`config.mk`:
```
export PLATFORM = sky130hd
export DESIGN_NAME = oled_cmd_sequencer_flat
export DESIGN_NICKNAME = d
export VERILOG_FILES = /design/src/rtl/oled_cmd_sequencer_pkg.sv /design/src/rtl/oled_cmd_sequencer_if.sv /design/src/rtl/oled_cmd_sequencer_rom.sv /design/src/rtl/oled_cmd_sequencer.sv /design/src/flat_wrapper.sv
export SDC_FILE = /design/constraint.sdc
export NUM_CORES = 1
export LEC_CHECK = 0
export ABC_AREA = 1
export CORE_AREA = 2 2 105 107
export DETAILED_ROUTE_END_ITERATION = 16
export DIE_AREA = 0 0 107 109
export HOLD_SLACK_MARGIN = 0.12
export PLACE_DENSITY = 0.72
export SYNTH_ARGS = -nofsm -noshare
export SYNTH_HDL_FRONTEND = slang
export SYNTH_SLANG_ARGS = --single-unit
export TNS_END_PERCENT = 50
```
`constraint.sdc`:
```
create_clock -name clk -period 4.9 [get_ports clk]
set_input_delay 0.98 -clock clk [delete_from_list [all_inputs] [get_ports clk]]
set_output_delay 0.98 -clock clk [all_outputs]
set_load 0.01 [all_outputs]
```
`src/rtl/oled_cmd_sequencer_pkg.sv`:
```
// Shared definitions for the OLED command sequencer: ROM word layout,
// ROM image, sequence base/length tables and the FSM state type.
// No ports; imported by the sequencer, its ROM and the bench.
package oled_seq_pkg;

   localparam int BYTE_W = 8;
   localparam int WORD_W = BYTE_W + 2;

   // ROM word: {is_delay, dc, payload}. Delay words wait payload*DELAY_UNIT cycles.
   typedef struct packed {
      logic              is_delay;
      logic              dc;
      logic [BYTE_W-1:0] payload;
   } rom_word_t;

   typedef enum logic [2:0] {
      ST_IDLE,
      ST_FETCH,
      ST_WAIT_ROM,
      ST_SEND,
      ST_DELAY,
      ST_FIN
   } seq_state_t;

   localparam int unsigned ROM_USED = 32;

   // 0x00: panel init (24 cmds, 100-tick delay, display-on AF)
   // 0x1A: set-window (column 0..127, page 0..7)
   localparam logic [WORD_W-1:0] ROM_IMAGE [ROM_USED] = '{
      10'h0AE, 10'h0D5, 10'h0F0, 10'h0A8, 10'h03F, 10'h0D3, 10'h000, 10'h040,
      10'h0A1, 10'h0C8, 10'h0DA, 10'h012, 10'h081, 10'h0CF, 10'h0D9, 10'h0F1,
      10'h0DB, 10'h030, 10'h0A4, 10'h0A6, 10'h08D, 10'h014, 10'h020, 10'h000,
      10'h264, 10'h0AF,
      10'h021, 10'h000, 10'h07F, 10'h022, 10'h000, 10'h007
   };

   localparam int unsigned NUM_TABLE_SEQ = 2;
   localparam int SEQ_BASE [NUM_TABLE_SEQ] = '{'h00, 'h1A};
   localparam int SEQ_LEN  [NUM_TABLE_SEQ] = '{26, 6};

   function automatic rom_word_t rom_lookup(input int unsigned addr);
      logic [4:0] idx;
      idx = addr[4:0];
      if (addr < ROM_USED) return rom_word_t'(ROM_IMAGE[idx]);
      return '0;
   endfunction

   // Sequences present in NUM_SEQ but absent from the table behave as empty.
   function automatic int seq_base(input int unsigned k);
      if (k < NUM_TABLE_SEQ) return SEQ_BASE[k[0]];
      return 0;
   endfunction

   function automatic int seq_len(input int unsigned k);
      if (k < NUM_TABLE_SEQ) return SEQ_LEN[k[0]];
      return 0;
   endfunction

endpackage

```
`src/rtl/oled_cmd_sequencer_if.sv`:
```
// Byte handshake between the sequencer and the display serialiser.
// tx_valid/tx_data/tx_dc: byte offered (dc 0 = command, 1 = data)
// tx_ready: serialiser takes the byte when tx_valid && tx_ready
interface oled_cmd_sequencer_if #(
   parameter int DATA_W = 8
);
   logic              tx_valid;
   logic [DATA_W-1:0] tx_data;
   logic              tx_dc;
   logic              tx_ready;

   modport master (output tx_valid, output tx_data, output tx_dc, input tx_ready);
   modport slave  (input tx_valid, input tx_data, input tx_dc, output tx_ready);
endinterface

```
`src/rtl/oled_cmd_sequencer_rom.sv`:
```
// Command ROM with registered read: data for addr_i appears the cycle after.
// clk: clock   addr_i: word address   rdata_o: registered ROM word
module oled_cmd_rom
   import oled_seq_pkg::*;
#(
   parameter int ADDR_W = 6
) (
   input  logic              clk,
   input  logic [ADDR_W-1:0] addr_i,
   output rom_word_t         rdata_o
);

   rom_word_t rdata_q;

   always_ff @(posedge clk) begin
      rdata_q <= rom_lookup(32'(addr_i));
   end

   assign rdata_o = rdata_q;

endmodule

```
`src/rtl/oled_cmd_sequencer.sv`:
```
// Plays a selected command sequence from ROM out to the OLED serialiser.
// clk/rst: clock and sync active-high reset
// start/seq_sel: run request and sequence index
// busy/done/err: running flag, end pulse, bad-index pulse (with done)
// tx: byte handshake toward the serialiser
//
// state    | meaning
// IDLE     | waiting for start
// FETCH    | ROM address presented
// WAIT_ROM | ROM word returns, decoded into SEND or DELAY
// SEND     | byte offered until tx_ready
// DELAY    | counting payload*DELAY_UNIT cycles
// FIN      | one-cycle done (and err) pulse
module oled_cmd_sequencer
   import oled_seq_pkg::*;
#(
   parameter int ADDR_W     = 6,
   parameter int DATA_W     = 8,
   parameter int NUM_SEQ    = 2,
   parameter int DELAY_UNIT = 1000,
   localparam int SEL_W     = (NUM_SEQ > 1) ? $clog2(NUM_SEQ) : 1
) (
   input  logic                  clk,
   input  logic                  rst,
   input  logic                  start,
   input  logic [SEL_W-1:0]      seq_sel,
   output logic                  busy,
   output logic                  done,
   output logic                  err,
   oled_cmd_sequencer_if.master  tx
);

   localparam int CNT_W = ADDR_W + 1;
   localparam int DLY_W = $clog2(255 * DELAY_UNIT + 1);
   localparam logic [DLY_W-1:0] DU_V = DLY_W'(DELAY_UNIT);

   seq_state_t        state_q, state_d;
   logic [ADDR_W-1:0] ptr_q, ptr_d;
   logic [CNT_W-1:0]  cnt_q, cnt_d;
   logic [DLY_W-1:0]  dly_q, dly_d;
   logic [DATA_W-1:0] data_q, data_d;
   logic              dc_q, dc_d;
   logic              err_q, err_d;
   logic              step;
   logic [31:0]       sel_ext;
   logic              sel_bad;
   logic [CNT_W-1:0]  sel_len;
   rom_word_t         rom_rd;

   oled_cmd_rom #(.ADDR_W(ADDR_W)) u_rom (
      .clk     (clk),
      .addr_i  (ptr_q),
      .rdata_o (rom_rd)
   );

   assign sel_ext = 32'(seq_sel);
   assign sel_bad = (sel_ext >= 32'(NUM_SEQ));
   assign sel_len = CNT_W'(seq_len(sel_ext));

   always_comb begin
      state_d = state_q;
      ptr_d   = ptr_q;
      cnt_d   = cnt_q;
      dly_d   = dly_q;
      data_d  = data_q;
      dc_d    = dc_q;
      err_d   = err_q;
      step    = 1'b0;
      case (state_q)
         ST_IDLE: begin
            if (start) begin
               err_d = sel_bad;
               if (sel_bad || (sel_len == '0)) begin
                  state_d = ST_FIN;
               end else begin
                  ptr_d   = ADDR_W'(seq_base(sel_ext));
                  cnt_d   = sel_len;
                  state_d = ST_FETCH;
               end
            end
         end
         ST_FETCH:    state_d = ST_WAIT_ROM;
         ST_WAIT_ROM: begin
            if (rom_rd.is_delay) begin
               dly_d   = DLY_W'(rom_rd.payload) * DU_V;
               state_d = ST_DELAY;
            end else begin
               data_d  = DATA_W'(rom_rd.payload);
               dc_d    = rom_rd.dc;
               state_d = ST_SEND;
            end
         end
         ST_SEND:  step = tx.tx_ready;
         ST_DELAY: begin
            // a zero-length delay still occupies this state for one cycle
            if (dly_q <= DLY_W'(1)) step = 1'b1;
            else                    dly_d = dly_q - DLY_W'(1);
         end
         ST_FIN: begin
            err_d   = 1'b0;
            state_d = ST_IDLE;
         end
         default: state_d = ST_IDLE;
      endcase
      if (step) begin
         ptr_d   = ptr_q + ADDR_W'(1);
         cnt_d   = cnt_q - CNT_W'(1);
         state_d = (cnt_q == CNT_W'(1)) ? ST_FIN : ST_FETCH;
      end
   end

   always_ff @(posedge clk) begin
      if (rst) begin
         state_q <= ST_IDLE;
         ptr_q   <= '0;
         cnt_q   <= '0;
         dly_q   <= '0;
         data_q  <= '0;
         dc_q    <= 1'b0;
         err_q   <= 1'b0;
      end else begin
         state_q <= state_d;
         ptr_q   <= ptr_d;
         cnt_q   <= cnt_d;
         dly_q   <= dly_d;
         data_q  <= data_d;
         dc_q    <= dc_d;
         err_q   <= err_d;
      end
   end

   assign tx.tx_valid = (state_q == ST_SEND);
   assign tx.tx_data  = data_q;
   assign tx.tx_dc    = dc_q;
   assign busy        = state_q inside {ST_FETCH, ST_WAIT_ROM, ST_SEND, ST_DELAY};
   assign done        = (state_q == ST_FIN);
   assign err         = done && err_q;

endmodule

```
`src/flat_wrapper.sv`:
```
// flat-port wrapper written by rule: the top's interface ports become plain ports
module oled_cmd_sequencer_flat import oled_seq_pkg::*;
#(
   parameter int ADDR_W     = 6,
   parameter int DATA_W     = 8,
   parameter int NUM_SEQ    = 2,
   parameter int DELAY_UNIT = 1000,
   localparam int SEL_W     = (NUM_SEQ > 1) ? $clog2(NUM_SEQ) : 1
)
  (clk, rst, start, seq_sel, busy, done, err, tx_tx_valid, tx_tx_data, tx_tx_dc, tx_tx_ready);
  oled_cmd_sequencer_if #(.DATA_W(DATA_W)) tx_i ();
  input  logic clk;
  input  logic rst;
  input  logic start;
  input  logic [SEL_W-1:0] seq_sel;
  output logic busy;
  output logic done;
  output logic err;
  output wire logic [$bits(tx_i.tx_valid)-1:0] tx_tx_valid;
  output wire logic [$bits(tx_i.tx_data)-1:0] tx_tx_data;
  output wire logic [$bits(tx_i.tx_dc)-1:0] tx_tx_dc;
  input wire logic [$bits(tx_i.tx_ready)-1:0] tx_tx_ready;
  assign tx_tx_valid = tx_i.tx_valid;
  assign tx_tx_data = tx_i.tx_data;
  assign tx_tx_dc = tx_i.tx_dc;
  assign tx_i.tx_ready = tx_tx_ready;
  oled_cmd_sequencer #(.ADDR_W(ADDR_W), .DATA_W(DATA_W), .NUM_SEQ(NUM_SEQ), .DELAY_UNIT(DELAY_UNIT)) u_core (.clk(clk), .rst(rst), .start(start), .seq_sel(seq_sel), .busy(busy), .done(done), .err(err), .tx(tx_i));
endmodule
```
After elaboration in Yosys (flattened, before gate mapping)
Memory sizes are Yosys's and may differ from the RTL's. A register that Yosys moved wholly into a read port is not among the register bits.
Cells that the tools add are included.
{ "word_totals": {"reg_bits": 44, "latch_bits": 0, "mem_bits_rw": 0, "romBits": 320, "inputBits": 5, "wordCells": 84, "n_memories": 1} }
{ "mem_list": {"columns": ["memory", "words", "word_bits", "rd", "rd_ports_with_merged_regs", "write_ports", "line", "text"], "rows": [
  ["(no name shown)", 32, 10, 1, 1, 0, "oled_cmd_sequencer_pkg.sv:44", "if (addr < ROM_USED) return rom_word_t'(ROM_IMAGE[idx]);"]
]} }
{ "classes": {"add_sub_neg": 3, "n_mul": 1, "n_div": 0, "order_cmp": 5, "n_eq_ne": 12, "n_shift": 0, "n_mux": 36, "n_bitwise": 3, "n_reduce_logical": 16} }
{ "ops": {"columns": ["operator", "n"], "rows": [
  ["7-bit two-way mux", 8],
  ["6-bit two-way mux", 8],
  ["18-bit two-way mux", 2],
  ["18-bit case mux with 2 select lines", 1],
  ["18-bit by 1-bit less-or-equal comparator with 1-bit output (second input constant)", 1],
  ["18-bit by 1-bit subtractor with 18-bit output (second input constant)", 1],
  ["8-bit by 7-bit multiplier with 15-bit output (second input constant)", 1],
  ["3-bit two-way mux", 5],
  ["3-bit case mux with 4 select lines", 1],
  ["5-bit two-way mux", 2],
  ["2-bit nonzero test", 4],
  ["7-bit by 1-bit == test with 1-bit output (second input constant)", 1],
  ["7-bit logical NOT", 1],
  ["1-bit two-way mux", 7],
  ["7-bit by 1-bit subtractor with 7-bit output (second input constant)", 1],
  ["6-bit by 1-bit adder with 6-bit output (second input constant)", 1],
  ["3-bit by 2-bit == test with 1-bit output (second input constant)", 2],
  ["3-bit == test (second input constant)", 2],
  ["6-bit less-than comparator (second input constant)", 1],
  ["2-bit inequality test (second input constant)", 3],
  ["5-bit inverter with 6-bit output", 1],
  ["2-bit AND reduction", 3],
  ["3-bit AND reduction", 2],
  ["2-bit by 1-bit inequality test with 1-bit output (second input constant)", 2],
  ["14 further kinds", 15]
]} }

Longest topological paths before layout
Gate-level depths: netlist (run 1).
{ "logic_depth": {"depth_word": 16, "depth_mapped": 19, "ltp_nobuf": 19} }

By module
From an unflattened synthesis (run 1), not the netlist that was laid out.
{ "hier_totals": {"cells_unflattened": 716, "area_unflattened_um2": 4842.1} }
{ "by_module_without_submodules": {"columns": ["module", "instances", "cells_per_inst", "area_per_inst_um2"], "rows": [
  ["oled_cmd_sequencer", 1, 603, 4116.4],
  ["oled_cmd_rom", 1, 113, 725.7]
]} }

Worst setup path after synthesis (run 1)
Ideal clock, no wire load.
{ "synth_path": {"path_type": "flip-flop to flip-flop", "from": "register, netlist name u_core.u_rom.rdata_o[1]", "to": "register u_core.dly_q[14]", "t_arrival_ns": 3.413, "slack_ns": 1.372, "stages_incl_launch_ff": 17, "path_buffers": 0, "path_cell_list": "dfxtp_1 fa_1 inv_1 fa_1 fa_1 fa_1 inv_1 ha_1 nand2_1 inv_1 nand3_1 nand2_1 nand2_1 a21oi_1 nor2_1 nor2_1 nor2_2"} }
{ "synth_via": {"elab_chain_len": 3} }
{ "synth_rtl": {"columns": ["item", "line", "text"], "rows": [
  ["8-bit by 7-bit multiplier with 15-bit output", "oled_cmd_sequencer.sv:85", "dly_d = DLY_W'(rom_rd.payload) * DU_V;"],
  ["18-bit two-way mux", "oled_cmd_sequencer.sv:84", "if (rom_rd.is_delay) begin"],
  ["18-bit case mux with 2 select lines", "oled_cmd_sequencer.sv:69", "case (state_q)"],
  ["to (signal assigned)", "oled_cmd_sequencer.sv:125", "dly_q <= dly_d;"],
  ["to (decl)", "oled_cmd_sequencer.sv:40", "logic [DLY_W-1:0] dly_q, dly_d;"]
]} }
No other way between the ends. The select of a mux whose other input is x is not followed.
A chain may end at the register's enable or synchronous reset.

Worst setup path in the final report (run 1)
{ "layout_path": {"from": "register, netlist name u_core.u_rom.rdata_o[2]", "to": "register u_core.dly_q[14]"} }
{ "layout_via": {"elab_chain_len": 3} }
{ "layout_rtl": {"columns": ["item", "line"], "rows": [
  ["8-bit by 7-bit multiplier with 15-bit output", "oled_cmd_sequencer.sv:85"],
  ["18-bit two-way mux", "oled_cmd_sequencer.sv:84"],
  ["18-bit case mux with 2 select lines", "oled_cmd_sequencer.sv:69"]
]} }
No other way between the ends. The select of a mux whose other input is x is not followed.

==> results.json, run 1 <==
{
  "outcome": "completed",
  "required_ns": 5.11,
  "tns_ns": 0,
  "syn_to_final_growth_pct": 6.616,
  "num_vias": 4083,
  "synthCells": 656,
  "hold_end": "u_core.tx.tx_data[2]$_SDFFE_PP0P_",
  "synth_commonest_cells": "nand2_1 (139), inv_1 (108), dfxtp_1 (51)",
  "numCtsBuffers": 5,
  "post-cts-setup-buffers": 0,
  "ctsHoldBuffers": 0,
  "postPlaceCellArea_sq_mm": 0.004832,
  "cts_root_buffer": "clkbuf_8",
  "ys_seq_area_share_pct": 22.13,
  "clk_pin_slew_ns": 0.10,
  "max_freq_mhz": 260.2,
  "whs_path_depth": 2,
  "drt-pass1-iter-count": 5,
  "routedWlPerCell_um": 12.64,
  "drc": 0,
  "busiest_layer": "met2",
  "r2r-end": "u_core.dly_q[14]$_SDFFE_PP0P_",
  "yosys_register_bits": 51,
  "crit_arrival_ns": 4.06,
  "crit_type": "reg2reg",
  "min_period_ns": 3.844,
  "nFillCells": 1072,
  "yosysTopAreaCell": "dfxtp_1",
  "floorplan.initialDensity_pct": 43.52,
  "synth.top_cells.by_area": "dfxtp_1 (22%), ha_1 (14%), nand2_1 (11%)",
  "finalHoldViolations": 0,
  "nets": 737,
  "setup-violations-final": 0,
  "cts_tree": "done",
  "die-height_um": 109,
  "grt_antenna_before_repair": 0,
  "post-dp-hpwl_mm": 7.981,
  "core_sq_mm": 0.01060,
  "syn_area_sq_mm": 0.004614,
  "synth_edf_count": 0,
  "crit_start": "u_core.u_rom.rdata_o[2]$_SDFF_PP0_",
  "drt_iter0_markers": 191,
  "viasPerCell": 5.091,
  "holdCritStartpoint": "u_core.tx.tx_data[2]$_SDFFE_PP0P_",
  "drv_slew": 0,
  "final_area_sq_mm": 0.004920,
  "numPortBuffers": 15,
  "start_kind": "register",
  "grt_max_degree": 25,
  "crit_fanout": 7,
  "grt_pass1_wl_mm": 18.03,
  "ios": 18,
  "rr_worst_depth": 17,
  "die_width_um": 107,
  "period_share_pct": 78.44,
  "ys_types": 44,
  "reg2reg_slack_ns": 1.06,
  "cts_resized": 0,
  "endpoint_kind": "register",
  "clk-insertion-delay-late_ns": 0.31,
  "hold_class": "reg2reg",
  "grt_usage_pct": 18.66,
  "gp_congestion": 0.8904,
  "maxCapViolations": 0,
  "htree_levels": 2,
  "rows": 38,
  "async_flop_share_pct": 0,
  "slew_headroom_pct": 51.42,
  "globalRouteMet1Util_pct": 24.17,
  "grt_pass1_vias": 4038,
  "drt-total-wl_mm": 10.14,
  "skew_ns": 0.01562,
  "drive_above_1_share_pct": 5.891,
  "clockBufferDepth": 2,
  "clock_sinks": 51,
  "die-area_sq_mm": 0.01166,
  "grt-ovfl-total": 0,
  "worst_pin_slew_ns": 0.7279,
  "ys_warn_count": 0,
  "synth.most_common_cell": "nand2_1",
  "diodes": 0,
  "reg2reg_from": "u_core.u_rom.rdata_o[2]$_SDFF_PP0_",
  "globalRouteMet2Util_pct": 32.85,
  "rsz0062_at_grt": "false",
  "ys.flop_type": "dfxtp_1",
  "met3_usage_pct": 1.973,
  "avgSynthCellArea_sq_um": 7.034,
  "synth_top_area_share_pct": 22.13,
  "postRouteAntennaNets": 0
}
routing by layer:
metal	up-vias	part of all wire, %
li1	2113	-
met1	1873	48
met2	81	47
met3	16	3.1
met4	0	1.8
met5	-	0
placed cells by master (no fill, tap or decap), types with 10 or more instances in the layout:
cell / Yosys / final
clkdlybuf4s50_1: 0 / 15
o21ai_0: 27 / 27
nor3_1: 11 / 11
nand3_1: 45 / 45
fa_1: 21 / 21
ha_1: 50 / 50
o21ai_1: 13 / 13
nor2_1: 50 / 50
inv_1: 108 / 108
xor2_1: 10 / 10
nand2_1: 139 / 139
a21oi_1: 45 / 45
dfxtp_1: 51 / 51
how the worst max path moves through the flow:
stage,slack [ns],endpoint
final,1.06,u_core.dly_q[14]$_SDFFE_PP0P_
after CTS,1.03,u_core.dly_q[14]$_SDFFE_PP0P_
after global routing,0.81,u_core.dly_q[14]$_SDFFE_PP0P_
after floorplan,1.37,u_core.dly_q[14]$_SDFFE_PP0P_
after global placement,1.09,u_core.dly_q[14]$_SDFFE_PP0P_
after detailed placement,1.03,u_core.dly_q[14]$_SDFFE_PP0P_
worst max-delay path, stage by stage, from the launching register on:
cell and delay, ns:
dfxtp_1 0.50, fa_1 0.53, xor2_1 0.19, ha_1 0.28, inv_1 0.05, fa_1 0.48, fa_1 0.52, inv_1 0.04
ha_1 0.29, inv_1 0.07, nand2_1 0.10, nand3_1 0.11, nand2_1 0.14, nand2_1 0.09, a21oi_1 0.15, nor2_1 0.07
nor2_1 0.11, nor2_2 0.05
area by class of cell:
class | instances | area, sq um | area share, %
multi-input combinational | 473 | 3050 | 62.00
sequential | 51 | 1021 | 20.75
inverter | 114 | 427.9 | 8.698
tap | 140 | 175.2 | 3.561
timing repair buffer | 16 | 157.7 | 3.204
clock buffer | 5 | 68.82 | 1.399
clock inverter | 3 | 18.77 | 0.3815
stage by stage:
step                      worst slack, ns  instances  hold WS [ns]  util, %
after detailed placement            1.032        794        0.4435    45.57
after global routing               0.8150        802        0.4755    46.40
final                               1.056        802        0.4506    46.40
after global placement              1.094        794        0.4380    45.57
after CTS                           1.033        802        0.4594    46.40
after floorplan                     1.372        657        0.4617        -
registers in the layout, indices dropped and copies added (netlist names):
name,cells
u_core.ptr_q,6
u_core.dly_q,18
u_core.u_rom.rdata_o,9
u_core.tx.tx_data,8
u_core.state_q,3
u_core.cnt_q,7
cells by family after synthesis:
group,synth area share (%)
xor gates and xnor gates,2.088
adders and majority gates,22.67
DFF,22.13
and+or+nand+nor,26.79
AOI/OAI and AO/OA,14.40
buffers and inverters,11.85
other,0.08127
Power of run 1 is not shown: default switching activity piles up to over one toggle a cycle in this logic, so the estimate is an artifact.
==> run 2: changes to the inputs <==
Settings changed: PLACE_DENSITY 0.72 to 0.74.
Clock period 4.9 ns to 3.1 ns, I/O delays scaled along.
==> run 2 against run 1 <==
The flow now finishes with violations (setup timing). Hold slack gained 0.0013 ns. First-iteration DRC count grew 0.52%. Global-route usage grew 0.28 points. Setup slack lost 1.5 ns.
==> results.json, run 2 (synthesis results as in run 1) <==
{
  "outcome": "finished, violations left",
  "violations": "setup timing",
  "rsz0062_at_grt": "true",
  "ctsHoldBuffers": 0,
  "globalRouteMet1Util_pct": 23.61,
  "dp_slack_ns": -0.5054,
  "die-area_sq_mm": 0.01166,
  "globalRouteMet2Util_pct": 33.58,
  "num_vias": 4316,
  "slew_headroom_pct": 51.02,
  "largest_reg_flops": 18,
  "maxCapViolations": 0,
  "setup-violations-final": 10,
  "dp_cells": 822,
  "regMostFlops": "u_core.dly_q",
  "clk_pin_slew_ns": 0.09,
  "clockBufferDepth": 2,
  "drv_slew": 0,
  "finalHoldViolations": 0,
  "crit_type": "reg2reg",
  "routedWlPerCell_um": 12.94,
  "drive_above_1_share_pct": 15.97,
  "layout_common_cells": "nand2_1 (123), inv_1 (104), nor2_1 (48)",
  "ios": 18,
  "grt_pass1_wl_mm": 18.11,
  "core_sq_mm": 0.01060,
  "gp_congestion": 0.9161,
  "clock_sinks": 51,
  "setup_ws_ns": -0.4320,
  "endpoint_kind": "register",
  "crit_arrival_ns": 3.75,
  "cts_root_buffer": "clkbuf_8",
  "die-height_um": 109,
  "layout_commonest_cell": "nand2_1",
  "grt_pass1_vias": 4109,
  "busiest_layer": "met2",
  "viasPerCell": 5.206,
  "period_share_pct": 113.9,
  "max_freq_mhz": 283.1,
  "met3_usage_pct": 2.869,
  "diodes": 0,
  "drt_iter0_markers": 192,
  "start_kind": "register",
  "numPortBuffers": 15,
  "htree_levels": 2,
  "skew_ns": 0.01146,
  "drt-total-wl_mm": 10.73,
  "nets": 765,
  "nFillCells": 1023,
  "die_width_um": 107,
  "final_util_pct": 50.09,
  "crit_fanout": 5,
  "grt_max_degree": 25,
  "hold_class": "reg2reg",
  "floorplan.initialDensity_pct": 43.52,
  "post-dp-hpwl_mm": 7.990,
  "worst_pin_slew_ns": 0.7339,
  "syn_to_final_growth_pct": 15.10,
  "finalNonFillerCells": 829,
  "min_period_ns": 3.532,
  "post-cts-setup-buffers": 0,
  "postRouteAntennaNets": 0,
  "grt_antenna_before_repair": 0,
  "drt-pass1-iter-count": 5,
  "cts_tree": "done",
  "grt_usage_pct": 18.94,
  "grt-ovfl-total": 0,
  "drc": 0,
  "required_ns": 3.31,
  "clk-insertion-delay-late_ns": 0.31,
  "rows": 38,
  "numCtsBuffers": 5
}
run 2: changes by cell type in the layout (fill, tap and decap cells not counted), moves of 4 or more:
cell	delta
inv_2	+4
a21oi_2	+5
buf_4	+28
inv_1	-4
nand2_1	-16
ha_1	-6
nand3_1	-6
dfxtp_1	-7
ha_4	+6
nand3_2	+6
a21oi_1	-5
dfxtp_2	+5
nand2_2	+15
run 2: final cells by class:
cell class                 count  area (sq um)  share of cell area, %
tap                          140         175.2                  3.298
inverter                     114         427.9                  8.057
multi-input combinational    473          3229                  60.80
sequential                    51          1035                  19.48
timing repair buffer          44         367.9                  6.926
clock buffer                   7         76.32                  1.437
run 2: path summary, 6_finish.rpt:
kind	start	end	slack (ns)	depth (start not counted)
worst max-delay path	u_core.u_rom.rdata_o[2]$_SDFF_PP0_	u_core.dly_q[14]$_SDFFE_PP0P_	-0.43	16
worst min-delay path	u_core.tx.tx_data[3]$_SDFFE_PP0P_	u_core.tx.tx_data[3]$_SDFFE_PP0P_	0.45	2
worst max register to register	u_core.u_rom.rdata_o[2]$_SDFF_PP0_	u_core.dly_q[14]$_SDFFE_PP0P_	-0.43	16
worst min register to register	u_core.tx.tx_data[3]$_SDFFE_PP0P_	u_core.tx.tx_data[3]$_SDFFE_PP0P_	0.45	2
run 2: what timing repair did:
item                                   in CTS  in global routing
pin swaps                                   7                 11
endpoints found under the hold margin       0                  0
gates resized for setup                    17                 23
setup endpoints to repair                  10                 10
run 2: layer usage:
metal,vias to the layer above,part of all wire [%]
met5,-,0
met2,119,49
met4,0,2.1
li1,2175,-
met3,26,4.4
met1,1996,44
run 2: per-stage QoR:
stage                     hold WS (ns)  instance area (sq um)  setup TNS (ns)
after floorplan                 0.4617                   4641          -1.855
after global placement          0.4348                   5065          -3.140
after global routing            0.4736                   5311          -4.954
final                           0.4519                   5311          -3.482
after CTS                       0.4546                   5213          -3.242
after detailed placement        0.4424                   5065          -3.894
run 2: critical path: stages, from the launching register on:
cell	delay, ns
dfxtp_4	0.37
fa_1	0.53
inv_1	0.05
fa_1	0.45
fa_1	0.48
fa_1	0.52
inv_2	0.05
ha_4	0.29
nand2_1	0.07
inv_1	0.06
nand3_2	0.09
nand2_2	0.10
nand2_2	0.07
a21oi_2	0.12
nor2_1	0.05
nor2_1	0.11
nor2_2	0.04
Power of run 2 is left out for the same reason.
==> run 3: changes to the inputs <==
Settings changed: PLACE_DENSITY 0.74 to 0.72.
Clock period 3.1 ns to 3.5 ns, I/O delays scaled along.
==> run 3 against run 2 <==
The flow still finishes with violations (setup timing). Sequential cell count did not move. Final cell count fell by 1.4%. Via count fell by 2.9%. Critical path type unchanged. Highest routed layer unchanged.
==> results.json, run 3 (synthesis results as in run 1) <==
{
  "routedWlPerCell_um": 12.26,
  "drt_iter0_markers": 237,
  "cts_root_buffer": "clkbuf_8",
  "drt-pass1-iter-count": 5,
  "drive_above_1_share_pct": 13.44,
  "setup-violations-final": 5,
  "grt_usage_pct": 18.17,
  "diodes": 0,
  "layout_commonest_cell": "nand2_1",
  "gp_congestion": 0.9102,
  "max_freq_mhz": 281.9,
  "clock_sinks": 51,
  "crit_start": "u_core.u_rom.rdata_o[2]$_SDFF_PP0_",
  "nets": 752,
  "grt_antenna_before_repair": 0,
  "viasPerCell": 5.127,
  "post-cts-setup-buffers": 0,
  "die-height_um": 109,
  "outcome": "finished, violations left",
  "rows": 38,
  "whs_ns": 0.4487,
  "die-area_sq_mm": 0.01166,
  "drt-total-wl_mm": 10.02,
  "busiest_layer": "met2",
  "required_ns": 3.73,
  "crit_arrival_ns": 3.77,
  "finalHoldViolations": 0,
  "drc": 0,
  "min_period_ns": 3.547,
  "globalRouteMet2Util_pct": 31.80,
  "rr_worst_depth": 16,
  "start_kind": "register",
  "ios": 18,
  "grt_pass1_wl_mm": 17.31,
  "grt_pass1_vias": 4029,
  "skew_ns": 0.01429,
  "rsz0062_at_grt": "true",
  "violations": "setup timing",
  "dp_slack_ns": -0.1051,
  "met3_usage_pct": 2.451,
  "clockBufferDepth": 2,
  "maxCapViolations": 0,
  "htree_levels": 2,
  "post-dp-hpwl_mm": 7.675,
  "endpoint_kind": "register",
  "floorplan.initialDensity_pct": 43.52,
  "core_sq_mm": 0.01060,
  "holdCritStartpoint": "u_core.tx.tx_data[2]$_SDFFE_PP0P_",
  "period_share_pct": 101.4,
  "largest_reg_flops": 18,
  "globalRouteMet1Util_pct": 23.46,
  "numPortBuffers": 15,
  "drv_slew": 0,
  "num_vias": 4189,
  "postRouteAntennaNets": 0,
  "syn_to_final_growth_pct": 12.12,
  "layout_common_cells": "nand2_1 (129), inv_1 (101), nor2_1 (48)",
  "worst_pin_slew_ns": 0.7259,
  "whs_path_depth": 2,
  "grt-ovfl-total": 0,
  "regMostFlops": "u_core.dly_q",
  "reg2reg_from": "u_core.u_rom.rdata_o[2]$_SDFF_PP0_",
  "crit_fanout": 6,
  "crit_type": "reg2reg",
  "hold_class": "reg2reg",
  "numCtsBuffers": 5,
  "setup_ws_ns": -0.04737,
  "die_width_um": 107,
  "clk-insertion-delay-late_ns": 0.31,
  "grt_max_degree": 25,
  "slew_headroom_pct": 51.55,
  "clk_pin_slew_ns": 0.10,
  "cts_tree": "done"
}
==> run 3: layout make-up <==
| class | instances | area (sq um) |
|---|---|---|
| fillers | 1019 | 5429 |
| multi-input cells | 473 | 3162 |
| flip-flops and latches | 51 | 1035 |
| inverters | 114 | 427.9 |
| repair buffers | 31 | 270.3 |
| well taps | 140 | 175.2 |
| clock buffers | 7 | 96.34 |
| clock inverters | 1 | 7.507 |
==> run 3: what timing repair did <==
action	in CTS	in global routing
resized for setup	5	34
hold buffers	0	0
pin swaps	2	21
setup endpoints to repair	8	9
cloned	0	0
==> run 3: critical path, stage by stage (launching register included) <==
cell and delay [ns]:
dfxtp_4 0.38, fa_1 0.52, inv_2 0.04, fa_1 0.52, fa_1 0.45, fa_1 0.56
inv_2 0.05, ha_4 0.28, nand2_2 0.07, nor2_2 0.12, nand3_2 0.11, nand3_2 0.08
nand2_1 0.05, nand3_1 0.06, nand3_1 0.07, nand2_1 0.09, inv_1 0.03
==> run 3: stage by stage <==
stage / TNS, ns / cell area [sq um] / cells / utilization (%)
finish: -0.1967 / 5174 / 817 / 48.80
floorplan: 0 / 4621 / 657 / -
global placement: -0.1888 / 4947 / 809 / 46.66
detailed placement: -0.4865 / 4947 / 809 / 46.66
global route: -1.606 / 5174 / 817 / 48.80
CTS: -0.1026 / 5074 / 817 / 47.85
==> run 3: path summary, 6_finish.rpt <==
check                                            to  slack, ns
setup reg to reg      u_core.dly_q[17]$_SDFFE_PP0P_      -0.05
hold / removal    u_core.tx.tx_data[2]$_SDFFE_PP0P_       0.45
setup / recovery      u_core.dly_q[17]$_SDFFE_PP0P_      -0.05
hold reg to reg   u_core.tx.tx_data[2]$_SDFFE_PP0P_       0.45
==> run 3: routing by layer <==
| layer | up-vias | wire length, um |
|---|---|---|
| li1 | 2149 | - |
| met1 | 1941 | 4778 |
| met2 | 85 | 4756 |
| met3 | 14 | 303 |
| met4 | 0 | 179 |
| met5 | - | 0 |
Power of run 3 is left out for the same reason.
